[src/rtl/led_pkg.sv]
// Shared types and helpers for the RGB status-LED PWM driver.
package led_pkg;

  typedef enum logic [1:0] {
    LED_OFF     = 2'd0,
    LED_SOLID   = 2'd1,
    LED_BLINK   = 2'd2,
    LED_BREATHE = 2'd3
  } led_mode_e;

  // ceil(log2(v)), never below 1 so every counter has a bit
  function automatic int clog2_min1(input int v);
    int r;
    r = 0;
    for (int i = 0; i < 31; i++) begin
      if ((1 << i) < v) r = i + 1;
    end
    return (r < 1) ? 1 : r;
  endfunction

endpackage

[src/rtl/led_pwm_channel.sv]
// One RGB LED: period-latched level select and registered PWM compare.
module led_pwm_channel
  import led_pkg::*;
#(
  parameter int PWM_BITS = 8
) (
  input  logic                i_clock,
  input  logic                i_reset_n,
  input  logic                i_pend,
  input  logic                i_phase,
  input  logic [PWM_BITS-1:0] i_ramp,
  input  logic [PWM_BITS-1:0] i_cnt,
  input  logic [PWM_BITS-1:0] i_duty,
  input  led_mode_e           i_mode,
  input  logic [2:0]          i_color,
  output logic                o_r,
  output logic                o_g,
  output logic                o_b
);

  logic [PWM_BITS-1:0] level_q, level_d, sel;
  logic [2:0]          led_q, led_d;

  always_comb begin
    sel = '0;
    case (i_mode)
      LED_OFF:     sel = '0;
      LED_SOLID:   sel = i_duty;
      LED_BLINK:   sel = i_phase ? i_duty : '0;
      LED_BREATHE: sel = (i_ramp < i_duty) ? i_ramp : i_duty;
      default:     sel = '0;
    endcase
    level_d = i_pend ? sel : level_q;
    led_d   = (i_cnt < level_q) ? i_color : 3'b000;
  end

  always_ff @(posedge i_clock or negedge i_reset_n) begin
    if (!i_reset_n) begin
      level_q <= '0;
      led_q   <= '0;
    end else begin
      level_q <= level_d;
      led_q   <= led_d;
    end
  end

  assign o_r = led_q[2];
  assign o_g = led_q[1];
  assign o_b = led_q[0];

endmodule

[src/rtl/led_pwm_ctrl.sv]
// Multi-channel RGB LED driver: shared prescaler, PWM counter,
// blink phase and breathe ramp feeding per-channel compare units.
module led_pwm_ctrl
  import led_pkg::*;
#(
  parameter int NB_CHAN       = 1,
  parameter int PWM_BITS      = 8,
  parameter int PRESCALE      = 50,
  parameter int BLINK_PERIODS = 64
) (
  input  logic                         i_clock,
  input  logic                         i_reset_n,
  input  logic [2*NB_CHAN-1:0]         i_mode,
  input  logic [3*NB_CHAN-1:0]         i_color,
  input  logic [PWM_BITS*NB_CHAN-1:0]  i_duty,
  output logic [NB_CHAN-1:0]           o_led_r,
  output logic [NB_CHAN-1:0]           o_led_g,
  output logic [NB_CHAN-1:0]           o_led_b,
  output logic                         o_period_tick
);

  localparam int PW = clog2_min1(PRESCALE);
  localparam int BW = clog2_min1(BLINK_PERIODS);
  localparam logic [PW-1:0]       PS_LAST  = PW'(PRESCALE - 1);
  localparam logic [BW-1:0]       BL_LAST  = BW'(BLINK_PERIODS - 1);
  localparam logic [PWM_BITS-1:0] MAX      = '1;
  localparam logic [PWM_BITS-1:0] CNT_LAST = MAX - 1'b1;

  logic [PW-1:0]       presc_q, presc_d;
  logic [PWM_BITS-1:0] cnt_q, cnt_d;
  logic [BW-1:0]       blink_q, blink_d;
  logic                phase_q, phase_d;
  logic [PWM_BITS-1:0] ramp_q, ramp_d;
  logic                up_q, up_d;
  logic                pend_q, ptick_q;
  logic                tick, pend;

  always_comb begin
    tick    = (presc_q == PS_LAST);
    presc_d = tick ? '0 : presc_q + 1'b1;
    pend    = tick && (cnt_q == CNT_LAST);
    cnt_d   = cnt_q;
    if (tick) cnt_d = pend ? '0 : cnt_q + 1'b1;
    blink_d = blink_q;
    phase_d = phase_q;
    ramp_d  = ramp_q;
    up_d    = up_q;
    if (pend) begin
      if (blink_q == BL_LAST) begin
        blink_d = '0;
        phase_d = ~phase_q;
      end else begin
        blink_d = blink_q + 1'b1;
      end
      // triangle: flip at the endpoints so they are not repeated
      if (up_q) begin
        ramp_d = ramp_q + 1'b1;
        if (ramp_d == MAX) up_d = 1'b0;
      end else begin
        ramp_d = ramp_q - 1'b1;
        if (ramp_d == '0) up_d = 1'b1;
      end
    end
  end

  always_ff @(posedge i_clock or negedge i_reset_n) begin
    if (!i_reset_n) begin
      presc_q <= '0;
      cnt_q   <= '0;
      blink_q <= '0;
      phase_q <= 1'b0;
      ramp_q  <= '0;
      up_q    <= 1'b1;
      pend_q  <= 1'b0;
      ptick_q <= 1'b0;
    end else begin
      presc_q <= presc_d;
      cnt_q   <= cnt_d;
      blink_q <= blink_d;
      phase_q <= phase_d;
      ramp_q  <= ramp_d;
      up_q    <= up_d;
      pend_q  <= pend;
      ptick_q <= pend_q;
    end
  end

  // two stages so the pulse lines up with the first compare of the new period
  assign o_period_tick = ptick_q;

  for (genvar c = 0; c < NB_CHAN; c++) begin : g_chan
    led_pwm_channel #(
      .PWM_BITS (PWM_BITS)
    ) u_chan (
      .i_clock   (i_clock),
      .i_reset_n (i_reset_n),
      .i_pend    (pend),
      .i_phase   (phase_d),
      .i_ramp    (ramp_d),
      .i_cnt     (cnt_q),
      .i_duty    (i_duty[PWM_BITS*c +: PWM_BITS]),
      .i_mode    (led_mode_e'(i_mode[2*c +: 2])),
      .i_color   (i_color[3*c +: 3]),
      .o_r       (o_led_r[c]),
      .o_g       (o_led_g[c]),
      .o_b       (o_led_b[c])
    );
  end

endmodule

[config.mk]
export PLATFORM = sky130hd
export DESIGN_NAME = led_pwm_ctrl
export DESIGN_NICKNAME = d
export VERILOG_FILES = /design/src/rtl/led_pkg.sv /design/src/rtl/led_pwm_channel.sv /design/src/rtl/led_pwm_ctrl.sv
export SDC_FILE = /design/constraint.sdc
export NUM_CORES = 1
export LEC_CHECK = 0
export CAP_MARGIN = 20
export CORE_UTILIZATION = 59
export DETAILED_ROUTE_END_ITERATION = 12
export GPL_ROUTABILITY_DRIVEN = 0
export GPL_TIMING_DRIVEN = 1
export PLACE_DENSITY = 0.8
export SLEW_MARGIN = 20
export SYNTH_ARGS = -nofsm -noshare
export SYNTH_HDL_FRONTEND = slang
export SYNTH_SLANG_ARGS = --single-unit
[constraint.sdc]
create_clock -name i_clock -period 4.9 [get_ports i_clock]
set_input_delay 1.225 -clock i_clock [delete_from_list [all_inputs] [get_ports i_clock]]
set_output_delay 1.225 -clock i_clock [all_outputs]
set_load 0.05 [all_outputs]
* Word-level counts from Yosys, hierarchy flattened
Index checks and enable logic that the tools add are counted.
Widths: inputs -> output; s select.
** Cells by class
- Reductions and logical operators :: 3
- Eq/ne operators :: 7
- Bitwise operators :: 1
- Muxes and demuxes :: 14
- Order comparisons :: 2
- Add/subtract/negate cells :: 5
** Operators by type and width (number)
- $mux 8 :: 5
- $pmux 8 s4 :: 1
- $add 8x1->8 const B :: 2
- $eq 8x8->1 const B :: 2
- $lt 8x8->1 :: 2
- $add 6x1->6 const B :: 2
- $eq 6x6->1 const B :: 2
- $mux 6 :: 2
- $logic_not 8->1 :: 1
- $sub 8x1->8 const B :: 1
- $mux 1 :: 5
- $eq 2x2->1 const B :: 2
- $mux 3 :: 1
- $eq 2x1->1 const B :: 1
- $logic_not 2->1 :: 1
- $logic_and 1x1->1 :: 1
- $not 1->1 :: 1
** Word-level totals
- Register bits :: 43
- Word-level logic and storage cells :: 42
- Output and inout bits :: 4
- Input bits :: 15

* Longest topological paths before layout
- Word-level depth :: 6
- Gate-level depth with buffers :: 18

* Hierarchy
A second synthesis with hierarchy kept.
** Second synthesis, totals
- Cells, all modules :: 284
- Area, all modules :: 2712.6 um^2
** By module, submodules not included
- led_pwm_ctrl :: sequential area each 802.0 um^2, cells each 179, area an instance 1771.7 um^2, times used 1
- led_pwm_channel :: sequential area each 275.3 um^2, cells each 105, area an instance 940.9 um^2, times used 1

* Worst setup path before layout
OpenSTA, ideal clock, no wires.
- Path type :: register to register
- From :: register presc_q[1]
- To :: register g_chan[0].u_chan.level_q[3]
- Arrival time :: 3703 ps
- Required time :: 4813 ps
- Stages on the path, launching flop included :: 16
- Period minus slack after synthesis :: 3790 ps
- Path slack :: 1110 ps
- Setup time :: 87 ps
- Cell sequence :: dfrtp_1 > inv_1 > ha_1 > nand3b_1 > or4_1 > buf_6 > clkinv_8 > o21ai_0 > xnor2_1 > ha_1 > a21o_1 > a21o_1 > a2111oi_0 > o31ai_4 > or3b_2 > o211ai_1
** Between the ends
- Cells in the longest elaborated chain, start to end :: 6
- Elaborated cells on any way between the ends :: 8
** RTL lines
- from (decl) :: line led_pwm_ctrl.sv:29 : logic [PW-1:0] presc_q, presc_d;
- from (signal assigned) :: line led_pwm_ctrl.sv:77 : presc_q <= presc_d;
- $eq 6x6->1 :: line led_pwm_ctrl.sv:39 : tick = (presc_q == PS_LAST);
- $logic_and 1x1->1 :: line led_pwm_ctrl.sv:41 : pend = tick && (cnt_q == CNT_LAST);
- $mux 8 :: line led_pwm_ctrl.sv:48 : if (pend) begin
- net g_chan[0].u_chan.i_ramp[5] :: line led_pwm_channel.sv:11 : input logic [PWM_BITS-1:0] i_ramp,
- $lt 8x8->1 :: line led_pwm_channel.sv:30 : LED_BREATHE: sel = (i_ramp < i_duty) ? i_ramp : i_duty;
- $mux 8 :: line led_pwm_channel.sv:30
- $pmux 8 s4 :: line led_pwm_channel.sv:26 : case (i_mode)
- to (signal assigned) :: line led_pwm_channel.sv:42 : level_q <= level_d;
- to (decl) :: line led_pwm_channel.sv:21 : logic [PWM_BITS-1:0] level_q, level_d, sel;
The timed path passes the listed nets, and every way through them passes these cells.
A chain may end at the register's enable or synchronous reset.

* Worst setup path after layout
- From :: register presc_q[1]
- To :: register g_chan[0].u_chan.level_q[7]
The elaborated chain is that of the path after synthesis.

==> out/metrics.csv <==
metric,value,unit
Post-synth EDFFs,0,
CP Cell Sequence,"inv_1, ha_1, nand3b_1, or4_1, clkinv_8, o21ai_0, xnor2_1, ha_1, nand4_1, nor2_1, a2111oi_0, o31ai_4, or3b_2, o211ai_1",
reg2reg setup slack,0.66,ns
gr ovfl total,0,
Switch Pwr,144,uW
routed vias/inst,6.06,
ANT nets after route,0,
Yosys reg bits,43,
IO Pins,19,
family with the most delay on the worst path,simple AND/OR/NAND/NOR gates,
crit start category,flop,
drc violations,0,
average size of a mapped cell,9.40,um2
YS warnings,0,
die area,4750,um2
post-synthesis cell count,281,
chip height,68.9,um
largest net degree at the start of global routing,44,
P_int,470,uW
Worst Hold End,o_period_tick,
H-tree levels,2,
Clk pwr share,0.362,
Crit Reg-Reg Startpoint,presc_q[1],
sw frac,0.234,
DR vias,2104,
vias in the first global route,1894,
highest achievable clock rate,236,MHz
maximum fanout along the worst path,27,
Crit path top cell by count,ha_1,
I/O Buffers,18,
"Slew Viols, Final",0,
post-synthesis cell type count,44,
CORE AREA,4140,um2
worst min path class,flop to flop,
number of iterations in the first detailed-routing pass,4,
reg-to-reg endpoint,g_chan[0].u_chan.level_q[7],
hpwl dp,3830,um
Worst R2R Path Depth,14,
Layout Nets,334,
Total Routing Usage GR,0.252,
CTS Buf Count,5,
layout cells sized above 1,0.0673,
top-area cell type share of the netlist area,0.398,
setup TNS,0,ns
clock root buffer,clkbuf_8,
CTS clock-pin slew for the worst setup and hold paths,0.09,ns
top-count cell post-synth,dfrtp_1,
Worst-Skew Late Latency,0.30,ns
Post-DP Area,2830,um2
DR iter-0 viols,169,
ys flop type,dfrtp_1,
first-pass GRT wire length,8780,um
DRT Wirelength,5230,um
Worst Tran Pin Value,0.930,ns
fin area,2910,um2
clock sinks,43,
# hold bufs at CTS,0,
worst path arrival time,4.45,ns
DR WL/cell,15.1,um
clock buffer depth,2,
Antenna diodes,0,
post-layout min period,4.24,ns
Slew HR,0.380,
register area share after synthesis,0.408,
cts repair resizes,0,
data required time of the worst path,5.11,ns
Hold WS,0.371,ns
status,"complete, no violations",
setup violators final,0,
WS Path Type,flop to flop,
slowest CP cell,or4_1,
RSZ-0062 raised after global routing,no,
HP Start,pend_q,
Flop pwr share,0.579,
initial antenna violation count,0,
Comb power frac,0.058,
WP buf/inv,2,
max-capacitance violation count,0,
"Core Util, Final",0.703,
Post-Syn Nets,319,
Mapped Area,2640,um2
CP endpoint kind,flop,
Setup WS post-layout,0.661,ns
PwrDens,211,nW/um2
Final Hold Fails,0,
Async SR Flop Fraction,1.00,
Setup WS pre-CTS,0.670,ns
cell accounting for the most synthesized area,dfrtp_1,
period utilization,0.865,
setup bufs post-CTS,0,
leak pwr,0.00136,uW
Area Growth Syn to Fin,10.3,%
die width,68.9,um
highest cell delay on the worst timing path,0.67,ns
maximum vdd drop,0.110,mV
initial core utilization,0.637,
std cell rows,23,
Synth area leaders,"dfrtp_1 40%, ha_1 11%, nand2_1 4.0%",
CTS tree,done,
worst hold stages,0,
FILL cells,326,
Worst Clk Skew,0.00904,ns
most instantiated cells after synthesis,"42 x dfrtp_1, 28 x nand2_1, 23 x ha_1",
-- area by class of cell --
type                            instances  area (um2)  area share
Tap cell                               50        62.6      0.0215
Clock buffer                            6        72.6      0.0249
Sequential cell                        43        1080       0.370
Multi-Input combinational cell        207        1420       0.487
Inverter                               20        87.6      0.0301
Clock inverter                          2        12.5     0.00430
Timing Repair Buffer                   19         183      0.0627
-- placed cells by master, fill, tap and decap left out, types with 5 or more instances in the layout --
master            n
nand4_1           7
inv_1            19
clkbuf_8          5
clkdlybuf4s50_1  17
nor2_1           18
xnor2_1          12
nand3_1          17
dfrtp_1          42
and3_1            6
a21oi_1           5
xor2_1            7
o211ai_1          7
ha_1             23
o21ai_0          21
nand2_1          28
-- cell families after synthesis --
logic type               after synthesis  share of synthesized area
buffers and inverters                 31                     0.0550
adder cells (fa/ha/maj)               23                      0.109
flip-flops                            43                      0.408
multiplexers                           4                     0.0152
XOR/XNOR                              19                     0.0630
AND/OR/NAND/NOR                      106                      0.211
AO/OA/AOI/OAI                         55                      0.138
-- worst max path at each step --
stage                     startpoint                     endpoint  slack (ns)  cells past startpoint
after CTS                 presc_q[1]  g_chan[0].u_chan.level_q[7]        0.65                     14
final                     presc_q[1]  g_chan[0].u_chan.level_q[7]        0.66                     14
after floorplan           presc_q[1]  g_chan[0].u_chan.level_q[3]        1.11                     15
after global placement    presc_q[1]  g_chan[0].u_chan.level_q[3]        0.81                     14
after global routing      presc_q[1]  g_chan[0].u_chan.level_q[7]        0.28                     14
after detailed placement  presc_q[1]  g_chan[0].u_chan.level_q[3]        0.67                     14
-- per-stage QoR --
step                instances  power, uW
CTS                       347        616
detailed placement        339        400
finish                    347        614
global route              347        635
floorplan                 281        376
global placement          339        399
-- state kept, by name, indices dropped and copies added (netlist names) --
name                   count
ramp_q                     8
cnt_q                      8
g_chan.u_chan.led_q        3
blink_q                    6
up_q                       1
o_period_tick              1
presc_q                    6
phase_q                    1
g_chan.u_chan.level_q      8
pend_q                     1
-- layer usage --
metal  global-route usage  vias to the layer above  part of all wire
li1                     -                     1023                 -
met1                0.361                     1006              0.47
met2                0.379                       66              0.45
met3               0.0592                        9             0.061
met4               0.0689                        0             0.016
met5                    0                        -                 0
-- power groups by stage --
| stage | Sequential [uW] | Combinational (uW) | Clock (uW) |
|---|---|---|---|
| final | 356 | 35.8 | 223 |
| after global routing | 356 | 40.1 | 238 |
| after CTS | 356 | 36.6 | 224 |
| after detailed placement | 363 | 36.4 | 0 |
| after global placement | 363 | 35.7 | 0 |
| after floorplan | 368 | 8.47 | 0 |
Note: power is estimated with default switching activity, not from simulation.
